<file path="src/rtl/hazard_scoreboard_pkg.sv">
// Shared pipeline constants for the hazard scoreboard: register count,
// field widths and the producer latency codes carried on issue_lat.
package hazard_scoreboard_pkg;

  localparam int unsigned NUM_REGS = 32;
  localparam int unsigned REG_W    = 5;
  localparam int unsigned LAT_W    = 2;

  typedef enum logic [LAT_W-1:0] {
    LAT_ALU      = 2'd0,
    LAT_LOAD     = 2'd1,
    LAT_MUL      = 2'd2,
    LAT_MUL_LONG = 2'd3
  } lat_e;

endpackage

</file>
<file path="src/rtl/hazard_scoreboard_sb_entry.sv">
// One architectural register's scoreboard slot: a saturating countdown to
// forwardability plus a pending bit that tracks the uncommitted writer.
module sb_entry
  import hazard_scoreboard_pkg::*;
(
  input  logic             clk,
  input  logic             rst,
  input  logic             flush,
  input  logic             issue_hit,
  input  logic [LAT_W-1:0] issue_lat,
  input  logic             wb_hit,
  output logic [LAT_W-1:0] cnt,
  output logic             pending
);

  logic [LAT_W-1:0] cnt_q;
  logic             pend_q;

  always_ff @(posedge clk) begin
    if (rst || flush) begin
      cnt_q  <= '0;
      pend_q <= 1'b0;
    end else if (issue_hit) begin
      // Youngest writer governs; a same-edge write-back of an older value loses.
      cnt_q  <= issue_lat;
      pend_q <= 1'b1;
    end else begin
      if (cnt_q != '0) begin
        cnt_q <= cnt_q - 2'd1;
      end
      if (wb_hit) begin
        pend_q <= 1'b0;
      end
    end
  end

  assign cnt     = cnt_q;
  assign pending = pend_q;

endmodule

</file>
<file path="src/rtl/hazard_scoreboard.sv">
// RAW hazard scoreboard: stalls ID while a source register's producer is not
// yet forwardable. Optional stall_cycles counter under SCOREBOARD_PERF_EN.
module hazard_scoreboard
  import hazard_scoreboard_pkg::*;
(
  input  logic                clk,
  input  logic                rst,
  input  logic                issue_valid,
  input  logic                issue_regwrite,
  input  logic [REG_W-1:0]    issue_rd,
  input  logic [LAT_W-1:0]    issue_lat,
  input  logic [REG_W-1:0]    rs,
  input  logic [REG_W-1:0]    rt,
  input  logic                use_rs,
  input  logic                use_rt,
  input  logic                wb_valid,
  input  logic [REG_W-1:0]    wb_rd,
  input  logic                flush,
  output logic                stall,
  output logic [NUM_REGS-1:0] pending
`ifdef SCOREBOARD_PERF_EN
  ,
  output logic [15:0]         stall_cycles
`endif
);

  logic [LAT_W-1:0] cnt_q   [1:NUM_REGS-1];
  logic             pend_q  [1:NUM_REGS-1];
  logic [LAT_W-1:0] cnt_all [NUM_REGS];
  logic             issue_go;

  for (genvar i = 1; i < NUM_REGS; i++) begin : g_entry
    sb_entry u_entry (
      .clk       (clk),
      .rst       (rst),
      .flush     (flush),
      .issue_hit (issue_go && issue_regwrite && (issue_rd == REG_W'(i))),
      .issue_lat (issue_lat),
      .wb_hit    (wb_valid && (wb_rd == REG_W'(i))),
      .cnt       (cnt_q[i]),
      .pending   (pend_q[i])
    );
  end

  // Register 0 has no slot; it reads back as permanently idle.
  always_comb begin
    cnt_all[0] = '0;
    pending    = '0;
    for (int unsigned i = 1; i < NUM_REGS; i++) begin
      cnt_all[i] = cnt_q[i];
      pending[i] = pend_q[i];
    end
  end

  always_comb begin
    stall    = (use_rs && (rs != '0) && (cnt_all[rs] != '0)) ||
               (use_rt && (rt != '0) && (cnt_all[rt] != '0));
    issue_go = issue_valid && !stall;
  end

`ifdef SCOREBOARD_PERF_EN
  logic [15:0] stall_cnt_q;

  always_ff @(posedge clk) begin
    if (rst) begin
      stall_cnt_q <= '0;
    end else if (stall && (stall_cnt_q != '1)) begin
      stall_cnt_q <= stall_cnt_q + 16'd1;
    end
  end

  assign stall_cycles = stall_cnt_q;
`endif

endmodule
</file>
<file path="config.mk">
export PLATFORM = sky130hd
export DESIGN_NAME = hazard_scoreboard
export DESIGN_NICKNAME = d
export VERILOG_FILES = /design/src/rtl/hazard_scoreboard_pkg.sv /design/src/rtl/hazard_scoreboard_sb_entry.sv /design/src/rtl/hazard_scoreboard.sv
export SDC_FILE = /design/constraint.sdc
export NUM_CORES = 1
export LEC_CHECK = 0
export CAP_MARGIN = 20
export CORE_MARGIN = 2
export CORE_UTILIZATION = 35
export CTS_CLUSTER_DIAMETER = 40
export CTS_CLUSTER_SIZE = 14
export DETAILED_ROUTE_END_ITERATION = 8
export DONT_BUFFER_PORTS = 1
export PLACE_DENSITY = 0.49
export SYNTH_ARGS = -nofsm -noshare
export SYNTH_HDL_FRONTEND = slang
export SYNTH_SLANG_ARGS = --single-unit
export TNS_END_PERCENT = 100
</file>
<file path="constraint.sdc">
create_clock -name clk -period 4.75 [get_ports clk]
set_input_delay 0.7125 -clock clk [delete_from_list [all_inputs] [get_ports clk]]
set_output_delay 0.7125 -clock clk [all_outputs]
set_load 0.01 [all_outputs]
</file>
==> results of run 1 <==
## per-stage QoR
step	total power [uW]	area [sq um]	hold WS, ns	cells	utilization
3_5_place_dp	913	5790	0.520	885	0.350
2_1_floorplan	904	5900	0.451	732	-
3_3_place_gp	911	5790	0.512	885	0.350
6_report	1650	6100	0.525	901	0.369
5_1_grt	1720	6100	0.550	901	0.369
4_1_cts	1680	6100	0.530	901	0.369
## cells in the mapped netlist (2+ instances only)
master,number,area share
nor3_1,24,0.020
nand2_1,120,0.076
buf_4,36,0.046
nor2_1,24,0.015
nand3_1,7,0.0059
o31a_1,4,0.0059
o21ai_0,57,0.048
clkbuf_1,25,0.016
nand2b_1,12,0.013
buf_2,4,0.0034
mux2i_1,62,0.11
a31oi_1,2,0.0021
xnor2_1,31,0.046
a2111oi_0,5,0.0074
buf_1,3,0.0019
nand3b_1,7,0.0089
mux4_2,7,0.027
nor4_1,20,0.021
nand4b_1,3,0.0045
and3b_1,3,0.0045
dfxtp_1,93,0.32
a21oi_1,32,0.027
o21a_1,9,0.011
or3_1,4,0.0042
or2_2,6,0.0064
nor2b_1,2,0.0021
buf_6,2,0.0038
a211oi_1,2,0.0025
inv_1,67,0.043
ha_1,31,0.066
nand4_1,2,0.0021
nor3b_2,3,0.0064
a311oi_1,2,0.0030
o41ai_1,2,0.0030
## kinds of logic (layout without fill, tap and decap cells)
logic type / Yosys count / after routing / synth area share
AO/OA/AOI/OAI: 126 / 126 / 0.128
buffers and inverters: 140 / 89 / 0.116
multiplexers: 69 / 69 / 0.132
other: 1 / 1 / 0.000636
adder cells (fa/ha/maj): 31 / 31 / 0.0657
AND/OR/NAND/NOR: 241 / 241 / 0.196
flip-flops: 93 / 93 / 0.316
XOR/XNOR: 31 / 31 / 0.0460
## worst reg2reg max path: cells and delay by family (launching register included)
| kind | cells | cell delay (ns) |
|---|---|---|
| AOI/OAI and AO/OA | 2 | 0.87 |
| and+or+nand+nor | 3 | 0.80 |
| muxes | 2 | 0.57 |
| DFF | 1 | 0.34 |
## placed cells by master, fill, tap and decap left out, types with 12 or more instances in the layout
master	synthesis	routed
nand2_1	120	120
nand2b_1	12	12
xnor2_1	31	31
nor3_1	24	24
nor2_1	24	23
dfxtp_1	93	93
ha_1	31	31
inv_1	67	67
nor4_1	20	20
o21ai_0	57	57
a21oi_1	32	32
mux2i_1	62	62
## final cells by class
class | count | area (sq um)
Timing Repair Buffer | 4 | 30.0
Inverter | 69 | 262
Sequential cell | 93 | 1860
Fill cell | 1697 | 10400
Clock inverter | 6 | 68.8
Clock buffer | 10 | 239
Tap cell | 220 | 275
Multi-Input combinational cell | 499 | 3360
## power breakdown
group          switching [uW]  internal (uW)
clock network             327            426
logic                    73.0           37.1
registers                3.09            782
total                     403           1250
## worst min path at each step
stage | start | depth (start not counted) | endpoint
after CTS | g_entry[14].u_entry.pending | 2 | g_entry[14].u_entry.pending
after floorplan | g_entry[11].u_entry.pending | 2 | g_entry[11].u_entry.pending
after global routing | g_entry[15].u_entry.pending | 2 | g_entry[15].u_entry.pending
final | g_entry[14].u_entry.pending | 2 | g_entry[14].u_entry.pending
after global placement | g_entry[29].u_entry.pending | 2 | g_entry[29].u_entry.pending
after detailed placement | g_entry[14].u_entry.pending | 2 | g_entry[14].u_entry.pending
## flip-flops by register name, indices dropped and copies added, names as in the netlist
signal and cells:
g_entry.u_entry.pending 31, g_entry.u_entry.cnt 62
## routing by layer
layer,track usage,up-vias,wire length (um)
li1,-,2358,-
met1,0.231,2238,6940
met2,0.287,132,7160
met3,0.0692,6,1480
met4,0.0390,0,70
met5,0,-,0
==> flow_summary.toml, run 1 <==
[detailed_routing]
vias = 4734
drc = 0
wl_per_cell_um = 17.4
totalWireLength_um = 15600
first_pass_iters = 4
detail-route-antenna-nets = 0
drt-initial-drc-count = 422
routed_via_density = 5.25

[timing]
timing.final.ws_setup_ns = 1.64
period_minus_slack_ns = 3.11
hold_viol_final = 0
finalSetupViolations = 0
tightest_slew_ns = 0.547
fin_crit_sh = 0.654
skew_ns = 0.0122
maxSlewHeadroom = 0.626
fmax_mhz = 322
slew_viol_final = 0
rsz0062_at_grt = "no"
fin_setup_tns_ns = 0

[cells_and_area]
nets = 737
num_antenna_cells = 0
areaGrowthSynthToFinish_pct = 3.35
layout-drive-gt1-share = 0.0602

[place]
dpl_worst_slack_ns = 1.69
portBuffers = 0
routabilityCongestion = 0.846
dp_hpwl_um = 12000

[synthesis]
synth_edf_count = 0
synth_nets = 793
synthesis.area_sq_um = 5900
seq_area_frac_synth = 0.316
yosysUniqueCellTypes = 53
synthArstFlopShare = 0
syn_area_per_cell_sq_um = 8.06
ys_warn_count = 0
synth_ff_type = "dfxtp_1"
synth_seq_cells = 93
synthCells = 732

[global_routing]
grt_max_degree = 50
grt_use_total = 0.180
antenna_found_initial = 0
grt_pass1_wl_um = 25000
grt-ovfl-total = 0
grt_pass1_vias = 4611

[floorplanning]
core_area_sq_um = 16500
ios = 63
die_w_um = 134
start_util = 0.357
rows = 47
die_y_um = 134
die_area_sq_um = 17900

[worst_hold_path]
holdCritPathClass = "reg -> reg"

[worst_setup_path]
crit_type = "reg -> out"
slowest_stage = "o32a_2"
crit_end = "stall"
crit_cells = 6
worstPathMaxFanout = 32
path_buf_inv = 0
r2r-end = "g_entry[8].u_entry.cnt[1]"
critPathLaunchType = "flop"
cpPeakStageDelay_ns = 0.58
required_ns = 4.04
r2r_cells = 7
arrival_ns = 2.40
cp-end-kind = "output pin"
crit_start = "g_entry[9].u_entry.cnt[0]"
crit_chain = "nor2_1 -> mux4_2 -> nor2b_1 -> o311ai_1 -> o32a_2 -> nand2b_1"
cpLargestDelayFamily = "compound AO/OA/AOI/OAI gates"
r2r_slack_ns = 2.10
rr_startpoint = "g_entry[9].u_entry.cnt[0]"

[cts]
path_clk_slew_ns = 0.07
ctsLongestPathBuffers = 2
ctsHoldBuffers = 0
worst_skew_pair.late_latency_ns = 0.35
ctsResizeCount = 0
post-cts-setup-buffer-count = 0
cts_num_sinks = 93
cts.htree.levels = 3
cts-root-buf = "clkbuf_16"
cts-buffers-inserted = 9
cts_tree = "done"

[power]
p_leak_uw = 0.00221
p_per_area_nw_per_um2 = 270
vdd_drop_max_mv = 0.179

[status]
outcome = "completed"

[flow_run]
maxCapViolCount = 0
Note: power is estimated with default switching activity, not from simulation.
==> run 2, diff against run 1 <==
==> constraint.sdc (replaced) <==
create_clock -name clk -period 3 [get_ports clk]
set_input_delay 0.45 -clock clk [delete_from_list [all_inputs] [get_ports clk]]
set_output_delay 0.45 -clock clk [all_outputs]
set_load 0.01 [all_outputs]
==> flow_summary.toml, run 2 (synthesized netlist as in run 1, its figures left out) <==
[global_routing]
grt-ovfl-total = 0
grt_max_degree = 49
grt_pass1_wl_um = 26300
antenna_found_initial = 0
grt_use_total = 0.191
grt_pass1_vias = 4674

[floorplanning]
die_w_um = 134
rows = 47
ios = 63
core_area_sq_um = 16500
die_y_um = 134
die_area_sq_um = 17900
start_util = 0.357

[place]
dp_hpwl_um = 12700
dpl_worst_slack_ns = 0.325
routabilityCongestion = 0.828
portBuffers = 0

[cells_and_area]
areaGrowthSynthToFinish_pct = 3.48
layout_commonest_cell = "nand2_1"
post-route-util = 0.369
num_antenna_cells = 0
layout-drive-gt1-share = 0.0616
register_area_sq_um = 1860
final_cell_mix = "nand2_1, dfxtp_1, inv_1"
multiInputGateArea_sq_um = 3370
fillCellCount = 1670
largest_reg_flops = 62
nets = 738

[worst_setup_path]
critPathLaunchType = "flop"
crit_type = "reg -> out"
cp-end-kind = "output pin"
worstPathMaxFanout = 32
required_ns = 2.55
arrival_ns = 2.33
r2r_cells = 8

[status]
outcome = "completed"

[timing]
finalSetupViolations = 0
fin_crit_sh = 0.926
rsz0062_at_grt = "no"
fmax_mhz = 360
maxSlewHeadroom = 0.584
slew_viol_final = 0
hold_viol_final = 0
tightest_slew_ns = 0.623
skew_ns = 0.00566
fin_setup_tns_ns = 0
period_minus_slack_ns = 2.78
timing.final.ws_setup_ns = 0.223
whs_ns = 0.295

[power]
power_frac_comb = 0.071
share_seq_of_total_power = 0.481
p_switching_uw = 649
clkPwrFrac = 0.447
p_per_area_nw_per_um2 = 423
netSwitchingFraction = 0.251
p_leak_uw = 0.00222
intPower_uw = 1930
vdd_drop_max_mv = 0.243

[cts]
ctsResizeCount = 0
worst_skew_pair.late_latency_ns = 0.35
cts-root-buf = "clkbuf_16"
cts_tree = "done"
ctsHoldBuffers = 0
path_clk_slew_ns = 0.07
ctsLongestPathBuffers = 2
cts.htree.levels = 3
cts_num_sinks = 93
post-cts-setup-buffer-count = 0
cts-buffers-inserted = 9

[detailed_routing]
first_pass_iters = 5
vias = 4764
detail-route-antenna-nets = 0
routed_via_density = 5.28
totalWireLength_um = 16700
drt-initial-drc-count = 426
drc = 0
wl_per_cell_um = 18.6

[worst_hold_path]
hold_path_depth = 3
holdCritPathClass = "in -> reg"

[flow_run]
maxCapViolCount = 0
==> run 2: cell count changes in the layout (fill, tap and decap cells not counted) <==
| cell | previous run | this run |
|---|---|---|
| clkbuf_8 | 1 | 3 |
| o32a_4 | 0 | 1 |
| o32a_2 | 1 | 0 |
| bufinv_16 | 1 | 0 |
| buf_4 | 4 | 5 |
| inv_6 | 2 | 1 |
==> run 2: per-stage QoR <==
| stage | power [uW] | std cells | cell area [sq um] |
|---|---|---|---|
| 6_report | 2580 | 902 | 6100 |
| 5_1_grt | 2680 | 902 | 6100 |
| 4_1_cts | 2600 | 902 | 6090 |
| 3_5_place_dp | 1450 | 886 | 5800 |
| 3_3_place_gp | 1450 | 886 | 5800 |
| 2_1_floorplan | 1430 | 732 | 5900 |
==> run 2: final timing paths <==
path | end | from | slack (ns)
worst max-delay path | stall | g_entry[4].u_entry.cnt[0] | 0.22
worst min-delay path | g_entry[16].u_entry.cnt[0] | rst | 0.29
worst max register to register | g_entry[14].u_entry.pending | g_entry[13].u_entry.cnt[0] | 0.24
worst min register to register | g_entry[9].u_entry.pending | g_entry[9].u_entry.pending | 0.52
==> run 2: power by group through the flow <==
stage          Combinational [uW]  Sequential, uW  Clock (uW)
6_report                      184            1240        1150
5_1_grt                       202            1240        1230
4_1_cts                       181            1240        1170
2_1_floorplan                 160            1270           0
3_3_place_gp                  181            1270           0
3_5_place_dp                  180            1270           0
==> run 2: routing by layer <==
layer,up-vias,share of wire,track usage
met3,22,0.10,0.0722
met1,2251,0.46,0.260
met4,0,0.015,0.0621
met5,-,0,0
met2,137,0.42,0.279
li1,2354,-,-
==> run 2: worst max-delay path: stages, from the launching register on <==
cell,delay [ns]
dfxtp_1,0.38
nor2_1,0.10
mux4_2,0.47
a221o_1,0.37
a21oi_2,0.13
buf_4,0.31
nand2b_1,0.22
==> run 2: cell type report <==
type	instances	area share
multi-input cells	499	0.552
flip-flops and latches	93	0.305
well taps	220	0.0451
clock buffers	12	0.0437
inverters	69	0.0428
repair buffers	5	0.00615
clock inverters	4	0.00492
